<file path="src/rtl/bbf_operand_queue.sv">
// ---------------------------------------------------------------------------
// bbf_operand_queue
//
// Staging FIFO for operand pairs that feed the binary64 black-box adder /
// multiplier. Pairs are written in at the tail. The head pair is read
// combinationally from register storage and drives the arithmetic block's
// in1/in2 directly. An enqueued pair cannot pass straight through to the
// outputs in the same cycle, so the minimum latency is one cycle.
//
// Ports
//   clock           rising-edge clock
//   reset           asynchronous reset, active low (0 = in reset)
//   io_flush        synchronous clear of all entries; overrides enq/deq
//   io_enq_valid    producer offers a pair
//   io_enq_ready    queue has room (cnt < DEPTH); ignores io_deq_ready
//   io_enq_in1/2    operand bit patterns offered by the producer
//   io_deq_valid    head pair is valid (cnt != 0)
//   io_deq_ready    consumer takes the head pair
//   io_out_in1/2    head operands, forced to zero while empty
//   io_out_special  head in1 or in2 is Inf/NaN (exponent all ones)
//   io_count        current occupancy, 0..DEPTH
// ---------------------------------------------------------------------------
module bbf_operand_queue #(
  parameter int unsigned DEPTH = 4,
  parameter int unsigned WIDTH = 64
) (
  input  logic                   clock,
  input  logic                   reset,
  input  logic                   io_flush,
  input  logic                   io_enq_valid,
  output logic                   io_enq_ready,
  input  logic [WIDTH-1:0]       io_enq_in1,
  input  logic [WIDTH-1:0]       io_enq_in2,
  output logic                   io_deq_valid,
  input  logic                   io_deq_ready,
  output logic [WIDTH-1:0]       io_out_in1,
  output logic [WIDTH-1:0]       io_out_in2,
  output logic                   io_out_special,
  output logic [$clog2(DEPTH):0] io_count
);

  localparam int unsigned AW = $clog2(DEPTH);
  localparam int unsigned CW = AW + 1;
  localparam logic [CW-1:0] FULL_CNT = CW'(DEPTH);

  // Operand storage; contents are deliberately left unreset.
  logic [WIDTH-1:0] mem_in1 [DEPTH];
  logic [WIDTH-1:0] mem_in2 [DEPTH];

  logic [AW-1:0] rp;
  logic [AW-1:0] wp;
  logic [CW-1:0] cnt;

  logic enq_fire;
  logic deq_fire;
  logic head_special1;
  logic head_special2;

  always_comb begin
    io_enq_ready = (cnt < FULL_CNT);
    io_deq_valid = (cnt != '0);
    enq_fire     = io_enq_valid && io_enq_ready;
    deq_fire     = io_deq_valid && io_deq_ready;
  end

  // Storage write. A flushed cycle drops the offered pair.
  always_ff @(posedge clock) begin
    if (enq_fire && !io_flush) begin
      mem_in1[wp] <= io_enq_in1;
      mem_in2[wp] <= io_enq_in2;
    end
  end

  // Pointers wrap modulo DEPTH by natural overflow (DEPTH is a power of two).
  always_ff @(posedge clock or negedge reset) begin
    if (!reset) begin
      rp  <= '0;
      wp  <= '0;
      cnt <= '0;
    end else if (io_flush) begin
      rp  <= '0;
      wp  <= '0;
      cnt <= '0;
    end else begin
      if (enq_fire) begin
        wp <= wp + AW'(1);
      end
      if (deq_fire) begin
        rp <= rp + AW'(1);
      end
      case ({enq_fire, deq_fire})
        2'b10:   cnt <= cnt + CW'(1);
        2'b01:   cnt <= cnt - CW'(1);
        default: cnt <= cnt;
      endcase
    end
  end

  // Head presentation, masked to zero while empty
  always_comb begin
    io_out_in1 = '0;
    io_out_in2 = '0;
    if (io_deq_valid) begin
      io_out_in1 = mem_in1[rp];
      io_out_in2 = mem_in2[rp];
    end
  end

  // Binary64 exponent field is bits [62:52]; all ones means Inf or NaN.
  always_comb begin
    head_special1  = &io_out_in1[62:52];
    head_special2  = &io_out_in2[62:52];
    io_out_special = io_deq_valid && (head_special1 || head_special2);
  end

  assign io_count = cnt;

endmodule

</file>
<file path="config.mk">
export PLATFORM = sky130hd
export DESIGN_NAME = bbf_operand_queue
export DESIGN_NICKNAME = d
export VERILOG_FILES = /design/src/rtl/bbf_operand_queue.sv
export SDC_FILE = /design/constraint.sdc
export NUM_CORES = 1
export LEC_CHECK = 0
export ABC_AREA = 1
export CAP_MARGIN = 25
export CORE_ASPECT_RATIO = 0.6
export CORE_MARGIN = 8
export CORE_UTILIZATION = 50
export CTS_CLUSTER_DIAMETER = 30
export DETAILED_ROUTE_END_ITERATION = 10
export PLACE_DENSITY_LB_ADDON = 0.12
export SLEW_MARGIN = 20
export SYNTH_ARGS = -nofsm -noshare
export SYNTH_HDL_FRONTEND = slang
export SYNTH_SLANG_ARGS = --single-unit
</file>
<file path="constraint.sdc">
create_clock -name clock -period 9.6 [get_ports clock]
set_clock_uncertainty 0.15 [all_clocks]
set_input_delay 1.44 -clock clock [delete_from_list [all_inputs] [get_ports clock]]
set_output_delay 1.44 -clock clock [all_outputs]
set_load 0.01 [all_outputs]
</file>
Word level (Yosys, flattened, before mapping)
Memory sizes are Yosys's and may differ from the RTL's.
Cells that the tools add are included.
Word-level totals
  output and inout port bits: 134
  flip-flop bits (word level): 7
  memory bits (writable): 512
  logic and storage cells: 34
  memories kept: 2
Cells by class
  reduce and logical (&&, ||, !) cells: 12
  add/subtract/negate cells: 4
  magnitude comparators: 1
  muxes and demuxes: 10
  eq/ne operators: 2
Memories
  mem_in1: depth 4, width 64, read ports 1, clocked after memory_dff 0, write ports 1, RTL line 47  | logic [WIDTH-1:0] mem_in1 [DEPTH];
  mem_in2: depth 4, width 64, read ports 1, clocked after memory_dff 0, write ports 1, RTL line 48  | logic [WIDTH-1:0] mem_in2 [DEPTH];
Operator list (number)
  $mux W64: 2
  $reduce_and A11 Y1: 2
  $mux W2: 4
  $pmux W3 S2: 1
  $reduce_bool A3 Y1: 2
  $add A2 B1 Y2 const B: 2
  $logic_and A1 B1 Y1: 4
  $reduce_bool A2 Y1: 2
  $add A3 B1 Y3 const B: 1
  $lt A3 B3 Y1 const B: 1
  $mux W3: 1
  $sub A3 B1 Y3 const B: 1
  $eq A2 B1 Y1 const B: 1
  $eq A2 B2 Y1 const B: 1
  $mux W1: 2
  $logic_not A1 Y1: 1
  $logic_or A1 B1 Y1: 1

Logic depth before layout (Yosys ltp)
Gate-level depths: netlist of run 1.
  depth after elaboration: 5
  gate-level depth with buffers: 12
  mapped depth without buffers: 10

Worst setup path after synthesis of run 1
OpenSTA, ideal clock, no wires.
  path type: input -> register
  start: in io_enq_valid
  end: mem mem_in1[0][0] (enable)
  setup slack: 1.758 ns
  arrival time: 7.075 ns
  path buffers: 0
  required time: 8.833 ns
  cell stages on the path: 4
  cell sequence: inv_1 > nor2_1 > nand2_1 > nor2_1
Between the ends
  cells in the longest elaborated chain, start to end: 4
Ends and longest elaborated chain
  from (decl): RTL line 30  | input logic io_enq_valid,
  $logic_and A1 B1 Y1: RTL line 62  | enq_fire = io_enq_valid && io_enq_ready;
  $logic_and A1 B1 Y1: RTL line 68  | if (enq_fire && !io_flush) begin
  $mux W1: RTL line 68
  $mux W1 (not written as such): RTL line 69  | mem_in1[wp] <= io_enq_in1;
  to (decl): RTL line 47
Every way passes these cells.

Final worst setup path of run 1
  start: reg rp[0]
  end: out io_out_in2[42]
Between the ends
  cells in the longest elaborated chain, start to end: 2
Ends and longest elaborated chain
  from (decl): RTL line 50  | logic [AW-1:0] rp;
  from (signal assigned): RTL line 89  | rp <= rp + AW'(1);
  $mem_v2 Z4 W64
  $mux W64: RTL line 103  | if (io_deq_valid) begin
  to (decl): RTL line 37  | output logic [WIDTH-1:0] io_out_in2,
Every way passes these cells.

==> run_results.csv, run 1 <==
group,metric,value,unit
synth,yosysWarnings,0,
layout,layout-drive-gt1-share,7.883,%
setup_path,worstPathRequired,8.01,ns
setup_path,start_kind,"flop",
layout,nNetsFinal,2057,
synth,synth.net_count,1791,
route,ant_nets,0,
timing,fmax,177.0,MHz
grt,grt_first_pass_wirelength,75.85,mm
power_and_ir_drop,power.density,288.2,mW/mm^2
clock_network,cts_buffer_depth,3,
power_and_ir_drop,ir_drop,158.0,uV
power_and_ir_drop,p_int,5.294,mW
timing,hold_violations,0,
route,drt-wirelength-per-cell,19.77,um
clock_network,ctsHoldBuffers,0,
run_status,status,"complete, no violations",
route,viasPerCell,5.279,
synth,ys_types,18,
timing,setup_viol,0,
timing,worstMarginPinSlew,0.9637,ns
route,routed_wl,49.67,mm
timing,fin_setup_tns,0,ns
flow_run,maxCapViolCount,0,
timing,finalCritPeriodShare,58.85,%
grt,grt_usage,20.33,%
grt,antenna_found_initial,3,
timing,maxSlewViolCount,0,
power_and_ir_drop,p_total,7.551,mW
layout,final_cell_mix,"edfxtp_1, nor2_1, clkdlybuf4s50_1",
clock_network,h-tree-depth,3,
clock_network,clock-sinks,519,
place,portBuffers,266,
timing,rsz0062_at_grt,"false",
clock_network,path_clk_slew,0.06,ns
setup_path,cp_data_arrival_time,4.06,ns
power_and_ir_drop,clkPwrFrac,37.7,%
power_and_ir_drop,power_frac_comb,26.6,%
synth,syn_inst,1653,
setup_path,path_max_fanout,127,
min_path,hp-class,"flop to flop",
route,drt_pre_antenna_iters,5,
floorplan,io_pins,267,
clock_network,cts_tree,"yes",
floorplan,die_w,276.8,um
synth,syn_area_per_cell,12.35,um^2
setup_path,end_kind,"primary output",
setup_path,critPathKind,"flop to primary output",
grt,overflow,0,
timing,finalCriticalPeriod,5.650,ns
setup_path,cp.buffers_inverters,3,
power_and_ir_drop,power.share.sequential,35.7,%
clock_network,cts_setup_buffers,0,
place,gp_congestion,0.7396,
power_and_ir_drop,p_switching,2.257,mW
route,drtIter0Drc,1055,
clock_network,clock-root-buffer,"clkbuf_16",
clock_network,clk_latency,0.58,ns
floorplan,num_rows,57,
power_and_ir_drop,leakage,9.171,nW
layout,final_common_cell,"edfxtp_1",
setup_path,worstPathCellList,"inv_6 -> buf_6 -> o21ai_0 -> a21oi_1 -> clkdlybuf4s50_1",
layout,area_growth,28.38,%
floorplan,fp.dieArea,0.04775,mm^2
route,dr_total_vias,13260,
place,dp_hpwl,27.59,mm
setup_path,crit_path_top_delay_cell,"dfrtp_4",
route,drcViolationCount,0,
floorplan,core_area,0.04037,mm^2
setup_path,cp_top_family,"buffers and inverters",
power_and_ir_drop,switching_share,29.89,%
synth,yosysSeqAreaShare,76.19,%
synth,synth_area,0.02041,mm^2
setup_path,cp_slowest_stage_delay,0.80,ns
floorplan,initial_core_util,50.56,%
grt,grt_pass1_vias,13250,
grt,grt_max_degree,128,
clock_network,ctsResizeCount,0,
clock_network,cts_made_buffers,75,
synth,ys_ff_latch,519,
floorplan,die_height,172.5,um
timing,max_slew_margin,35.75,%
## cell type report
cell class | count | area [um^2]
antenna | 2 | 5.005
clock buffer | 83 | 1971
clock inverter | 54 | 669.4
fill | 2984 | 14170
inverter | 53 | 209.0
multi-input combinational | 983 | 4260
sequential | 519 | 15560
tap | 531 | 664.4
timing repair buffer | 287 | 2864
## Yosys cell counts
| master | count | area (um^2) |
|---|---|---|
| edfxtp_1 | 512 | 15370 |
| nor2_1 | 458 | 1719 |
| o21ai_0 | 226 | 1131 |
| nand2_1 | 135 | 506.7 |
| a21oi_1 | 121 | 605.6 |
| clkbuf_1 | 53 | 198.9 |
| inv_1 | 52 | 195.2 |
| buf_2 | 37 | 185.2 |
| nand3_1 | 34 | 170.2 |
| dfrtp_1 | 7 | 175.2 |
| buf_1 | 5 | 18.77 |
| ha_1 | 4 | 50.05 |
| and2_1 | 3 | 18.77 |
| buf_4 | 2 | 15.01 |
| a21oi_2 | 1 | 8.760 |
| buf_6 | 1 | 11.26 |
| fa_1 | 1 | 20.02 |
| inv_2 | 1 | 3.750 |
## layer usage
layer,wire length (um),vias to the layer above,global-route usage (%),share of wire (%)
li1,-,6343,-,-
met1,21910,6518,26.96,44
met2,24460,327,34.01,49
met3,2561,70,4.555,5.2
met4,726,2,5.681,1.5
met5,13,-,0,0.026
## sequential cells by signal (all words and copies together) (netlist names)
signal    count
rp            2
wp            2
io_count      3
mem_in1     256
mem_in2     256
## worst paths after layout
path | from | end | slack [ns] | depth (start not counted)
min in group asynchronous | reset | io_count[1] | 0.97 | 1
max in group asynchronous | reset | rp[1] | 8.03 | 1
setup / recovery | rp[0] | io_out_in2[42] | 3.95 | 5
hold / removal | io_count[2] | io_count[2] | 0.43 | 2
hold reg to reg | io_count[2] | io_count[2] | 0.43 | 2
setup reg to reg | io_count[2] | mem_in2[2][43] | 6.67 | 5
## worst register-to-register path: stages, from the launching register on
cell,delay (ns)
dfrtp_1,0.43
nor2_1,0.22
nand2_1,0.31
nor2_4,0.17
buf_4,0.51
buf_4,0.74
## logic make-up after synthesis
logic type               Yosys count  synth area share [%]
AND/OR/NAND/NOR                  630                 11.83
flip-flops                       519                 76.19
AO/OA/AOI/OAI                    348                 8.552
buffers and inverters            151                 3.078
adder cells (fa/ha/maj)            5                0.3433
## power groups by stage
stage                     Clock [mW]  Combinational (mW)  Sequential, mW
after floorplan                    0               0.990            2.73
after global placement             0                2.01            2.74
after detailed placement           0                2.02            2.74
after CTS                       2.89                2.03            2.70
after global routing            2.99                2.18            2.71
final                           2.85                2.01            2.70
## through the flow
stage                     instance area, um^2  utilization [%]  cells  hold WS [ns]  setup WS [ns]
after floorplan                         20410                -   1653        0.3646          1.758
after global placement                  23500            58.21   2371        0.4021          4.267
after detailed placement                23520            58.28   2372        0.4103          4.172
after CTS                               26160            64.82   2509        0.4263          3.564
after global routing                    26200            64.91   2512        0.4741          3.669
final                                   26200            64.91   2512        0.4345          3.950
(Power assumes the default switching activity.)
==> inputs of run 2 (changes only) <==
- clock period: 9.6 -> 5.62 ns (I/O delays scaled with it)
==> run_results.csv, run 2 (synthesized netlist as in run 1, its figures left out) <==
group,metric,value,unit
timing,hold_violations,0,
clock_network,cts_made_buffers,73,
grt,antenna_found_initial,3,
layout,fill_cells,2967,
grt,grt_first_pass_wirelength,76.65,mm
floorplan,num_rows,57,
clock_network,cts_tree,"yes",
timing,rsz0062_at_grt,"false",
grt,grt_max_degree,107,
floorplan,io_pins,267,
place,portBuffers,266,
layout,final_cell_mix,"edfxtp_1, nor2_1, clkdlybuf4s50_1",
setup_path,worstPathRequired,4.63,ns
timing,fin_setup_tns,0,ns
clock_network,cts_buffer_depth,3,
setup_path,crit_path_top_delay_cell,"buf_4",
layout,final_common_cell,"edfxtp_1",
route,drt_pre_antenna_iters,7,
clock_network,clk_latency,0.58,ns
setup_path,start_kind,"flop",
clock_network,ctsResizeCount,0,
power_and_ir_drop,ir_drop,242.3,uV
clock_network,path_clk_slew,0.06,ns
flow_run,maxCapViolCount,0,
place,gp_congestion,0.7490,
setup_path,cp.buffers_inverters,3,
timing,max_slew_margin,34.78,%
layout,layout-drive-gt1-share,7.673,%
clock_network,cts_setup_buffers,0,
setup_path,crit_path_start,"rp[0]",
power_and_ir_drop,power.density,480.8,mW/mm^2
route,routed_wl,49.73,mm
place,dp_hpwl,28.23,mm
timing,maxSlewViolCount,0,
timing,finalCritPeriodShare,89.75,%
setup_path,worstPathCellList,"buf_4 -> buf_4 -> nor2_1 -> nor2_1 -> o21ai_0 -> a21oi_1 -> clkdlybuf4s50_1",
layout,area_growth,27.91,%
floorplan,die_height,172.5,um
run_status,status,"complete, no violations",
setup_path,cp_slowest_stage_delay,0.87,ns
setup_path,end_kind,"primary output",
floorplan,initial_core_util,50.56,%
grt,overflow,0,
timing,worstMarginPinSlew,0.9783,ns
layout,utilization,64.67,%
timing,whs,0.3812,ns
setup_path,r2r-start,"io_count[2]",
route,drtIter0Drc,1098,
power_and_ir_drop,leakage,9.092,nW
setup_path,cp_top_family,"buffers and inverters",
floorplan,core_area,0.04037,mm^2
grt,grt_pass1_vias,13410,
floorplan,die_w,276.8,um
clock_network,clock-root-buffer,"clkbuf_16",
setup_path,critPathKind,"flop to primary output",
timing,setup_viol,0,
route,viasPerCell,5.225,
timing,finalCriticalPeriod,5.044,ns
route,dr_total_vias,13150,
timing,fmax,198.3,MHz
setup_path,path_max_fanout,89,
clock_network,ctsHoldBuffers,0,
floorplan,fp.dieArea,0.04775,mm^2
min_path,hp-class,"input port to asynchronous set/reset pin",
route,drt-wirelength-per-cell,19.77,um
clock_network,clock-sinks,519,
route,ant_nets,0,
clock_network,h-tree-depth,3,
grt,grt_usage,20.45,%
setup_path,ff2ff_setup_slack,3.16,ns
route,drcViolationCount,0,
layout,nNetsFinal,2058,
setup_path,cp_data_arrival_time,4.05,ns
## run 2: layout make-up
cell class / instances / area, um^2 / area share, %
Sequential cell: 519 / 15560 / 59.60
Multi-Input combinational cell: 983 / 4260 / 16.32
Timing Repair Buffer: 290 / 2963 / 11.35
Clock buffer: 84 / 1911 / 7.319
Tap cell: 531 / 664.4 / 2.545
Clock inverter: 52 / 529.3 / 2.028
Inverter: 53 / 209.0 / 0.8005
Antenna cell: 4 / 10.01 / 0.03835
## run 2: path summary, 6_finish.rpt
path | end | cells after the start
min in group clock | wp[0] | 1
setup reg to reg | mem_in1[1][15] | 5
max in group asynchronous | rp[0] | 1
hold / removal | io_count[0] | 1
setup / recovery | io_out_in2[13] | 7
hold reg to reg | wp[0] | 1
## run 2: worst reg2reg max path: cells and delay by family, from the launching register on
| kind | cells | cell delay, ns |
|---|---|---|
| simple gates | 3 | 1.03 |
| buf+inv | 2 | 0.51 |
| flops | 1 | 0.43 |
## run 2: routing by layer
metal	vias to the layer above	global-route usage (%)	wire, um
li1	6349	-	-
met1	6381	27.09	21620
met2	348	34.30	24570
met3	68	4.353	2676
met4	0	5.953	867
met5	-	0	0
## run 2: where the power goes
part / internal (mW) / leakage [nW] / switching, mW
Clock: 2.77 / 1.17 / 1.71
Combinational: 1.48 / 3.20 / 2.00
Sequential: 4.50 / 4.73 / 0.0929
## run 2: stage by stage
step                worst slack (ns)  cells  power [mW]  area [um^2]
CTS                           0.5793   2511       12.69        26070
global route                  0.3532   2515       13.14        26100
finish                        0.5763   2516       12.55        26100
detailed placement             1.192   2375       8.177        23630
floorplan                     -1.625   1653       6.358        20410
global placement               1.265   2373       8.146        23590
==> inputs of run 3 (changes only) <==
- PLACE_DENSITY: not set -> 0.77
- PLACE_DENSITY_LB_ADDON: 0.12 -> not set
==> run_results.csv, run 3 (synthesized netlist as in run 1, its figures left out) <==
group,metric,value,unit
run_status,status,"complete, no violations",
power_and_ir_drop,leakage,9.039,nW
floorplan,num_rows,57,
route,drtIter0Drc,1232,
timing,setup_viol,0,
setup_path,cp_slowest_stage_delay,0.71,ns
clock_network,cts_buffer_depth,3,
place,dp_hpwl,27.56,mm
layout,layout-drive-gt1-share,7.536,%
clock_network,cts_made_buffers,68,
route,ant_nets,0,
floorplan,initial_core_util,50.56,%
route,drt_pre_antenna_iters,6,
setup_path,path_max_fanout,124,
floorplan,fp.dieArea,0.04775,mm^2
route,viasPerCell,5.433,
grt,grt_first_pass_wirelength,76.04,mm
timing,maxSlewViolCount,0,
place,portBuffers,266,
layout,final_common_cell,"edfxtp_1",
setup_path,worstPathCellList,"inv_6 -> buf_4 -> o21ai_0 -> a21oi_1 -> clkdlybuf4s50_1",
clock_network,clk_latency,0.56,ns
clock_network,clock-root-buffer,"clkbuf_16",
route,dr_total_vias,13560,
clock_network,cts_tree,"yes",
clock_network,ctsHoldBuffers,0,
clock_network,h-tree-depth,3,
power_and_ir_drop,switching_share,30.05,%
place,gp_congestion,0.7512,
clock_network,ctsResizeCount,0,
place,dpl_cell_area,0.02359,mm^2
power_and_ir_drop,power.density,482.3,mW/mm^2
route,routed_wl,49.37,mm
setup_path,end_kind,"primary output",
timing,worstMarginPinSlew,0.9514,ns
route,drt-wirelength-per-cell,19.78,um
timing,fmax,219.1,MHz
floorplan,die_height,172.5,um
layout,multi_input_area,0.004260,mm^2
power_and_ir_drop,clkPwrFrac,35.7,%
setup_path,start_kind,"flop",
power_and_ir_drop,power_frac_comb,27.7,%
timing,setup_slack,1.055,ns
floorplan,die_w,276.8,um
clock_network,path_clk_slew,0.05,ns
layout,area.sequential,0.01556,mm^2
grt,overflow,0,
floorplan,io_pins,267,
grt,grt_usage,20.22,%
clock_network,cts_setup_buffers,0,
layout,nNetsFinal,2047,
setup_path,worstPathRequired,4.63,ns
power_and_ir_drop,p_total,12.54,mW
layout,fill_cells,2838,
power_and_ir_drop,ir_drop,305.1,uV
power_and_ir_drop,p_switching,3.769,mW
grt,antenna_found_initial,3,
timing,rsz0062_at_grt,"false",
setup_path,cp_data_arrival_time,3.57,ns
timing,finalCritPeriodShare,81.23,%
clock_network,clock-sinks,519,
layout,final_area,0.02600,mm^2
floorplan,core_area,0.04037,mm^2
timing,max_slew_margin,36.57,%
power_and_ir_drop,power.share.sequential,36.6,%
grt,grt_pass1_vias,13800,
layout,area_growth,27.39,%
power_and_ir_drop,p_int,8.771,mW
grt,grt_max_degree,148,
timing,finalCriticalPeriod,4.565,ns
layout,final_cell_mix,"edfxtp_1, nor2_1, clkdlybuf4s50_1",
setup_path,crit_path_top_delay_cell,"dfrtp_4",
route,drcViolationCount,0,
min_path,hp-class,"input port to asynchronous set/reset pin",
place,dp_slack,1.688,ns
timing,hold_violations,0,
flow_run,maxCapViolCount,0,
setup_path,critPathKind,"flop to primary output",
==> run 3: cell count changes in the layout (fill, tap and decap cells not counted), sizes merged <==
cell,delta
buf,-6
bufinv,+4
clkbuf,-10
clkinv,-3
clkinvlp,+1
diode,-3
inv,-3
==> run 3: worst paths after layout <==
check	startpoint	to	slack [ns]	cells past startpoint
worst max-delay path	rp[0]	io_out_in2[29]	1.05	5
worst min-delay path	reset	rp[1]	0.41	1
worst max register to register	io_count[2]	mem_in1[0][12]	2.86	4
worst min register to register	io_count[2]	io_count[2]	0.42	2
max in group asynchronous	reset	rp[0]	4.60	1
min in group clock	io_count[2]	io_count[2]	0.42	2
==> run 3: power by group through the flow <==
| stage | Sequential, mW | Combinational (mW) | Clock, mW |
|---|---|---|---|
| final | 4.59 | 3.48 | 4.47 |
| after global routing | 4.61 | 3.77 | 4.70 |
| after CTS | 4.59 | 3.51 | 4.55 |
| after detailed placement | 4.67 | 3.48 | 0 |
| after global placement | 4.66 | 3.44 | 0 |
| after floorplan | 4.67 | 1.69 | 0 |
==> run 3: through the flow <==
stage / std cells / TNS [ns] / utilization, % / hold WS (ns)
after CTS: 2495 / 0 / 64.40 / 0.3748
final: 2496 / 0 / 64.41 / 0.4117
after detailed placement: 2370 / 0 / 58.44 / 0.4017
after global routing: 2495 / 0 / 64.40 / 0.3976
after floorplan: 1653 / -831.83 / - / 0.3646
after global placement: 2370 / 0 / 58.44 / 0.3987
==> run 3: cell type report <==
cell class | instances | area share [%]
Clock buffer | 74 | 6.877
Inverter | 53 | 0.8037
Sequential cell | 519 | 59.84
Multi-Input combinational cell | 983 | 16.39
Clock inverter | 51 | 2.382
Antenna cell | 1 | 0.009625
Timing Repair Buffer | 284 | 11.15
Tap cell | 531 | 2.555
==> run 3: critical path, delay by kind of cell (launching register included) <==
family	cells	cell delay, ns
buffers and inverters	3	1.73
DFF	1	0.71
AOI/OAI and AO/OA	2	0.41
==> run 3: per-layer routing <==
metal	global-route usage [%]	wire, um	vias to the layer above
met5	0	34	-
met4	6.817	1156	6
met3	4.838	3622	94
met2	33.77	24110	562
met1	26.19	20450	6579
li1	-	-	6320
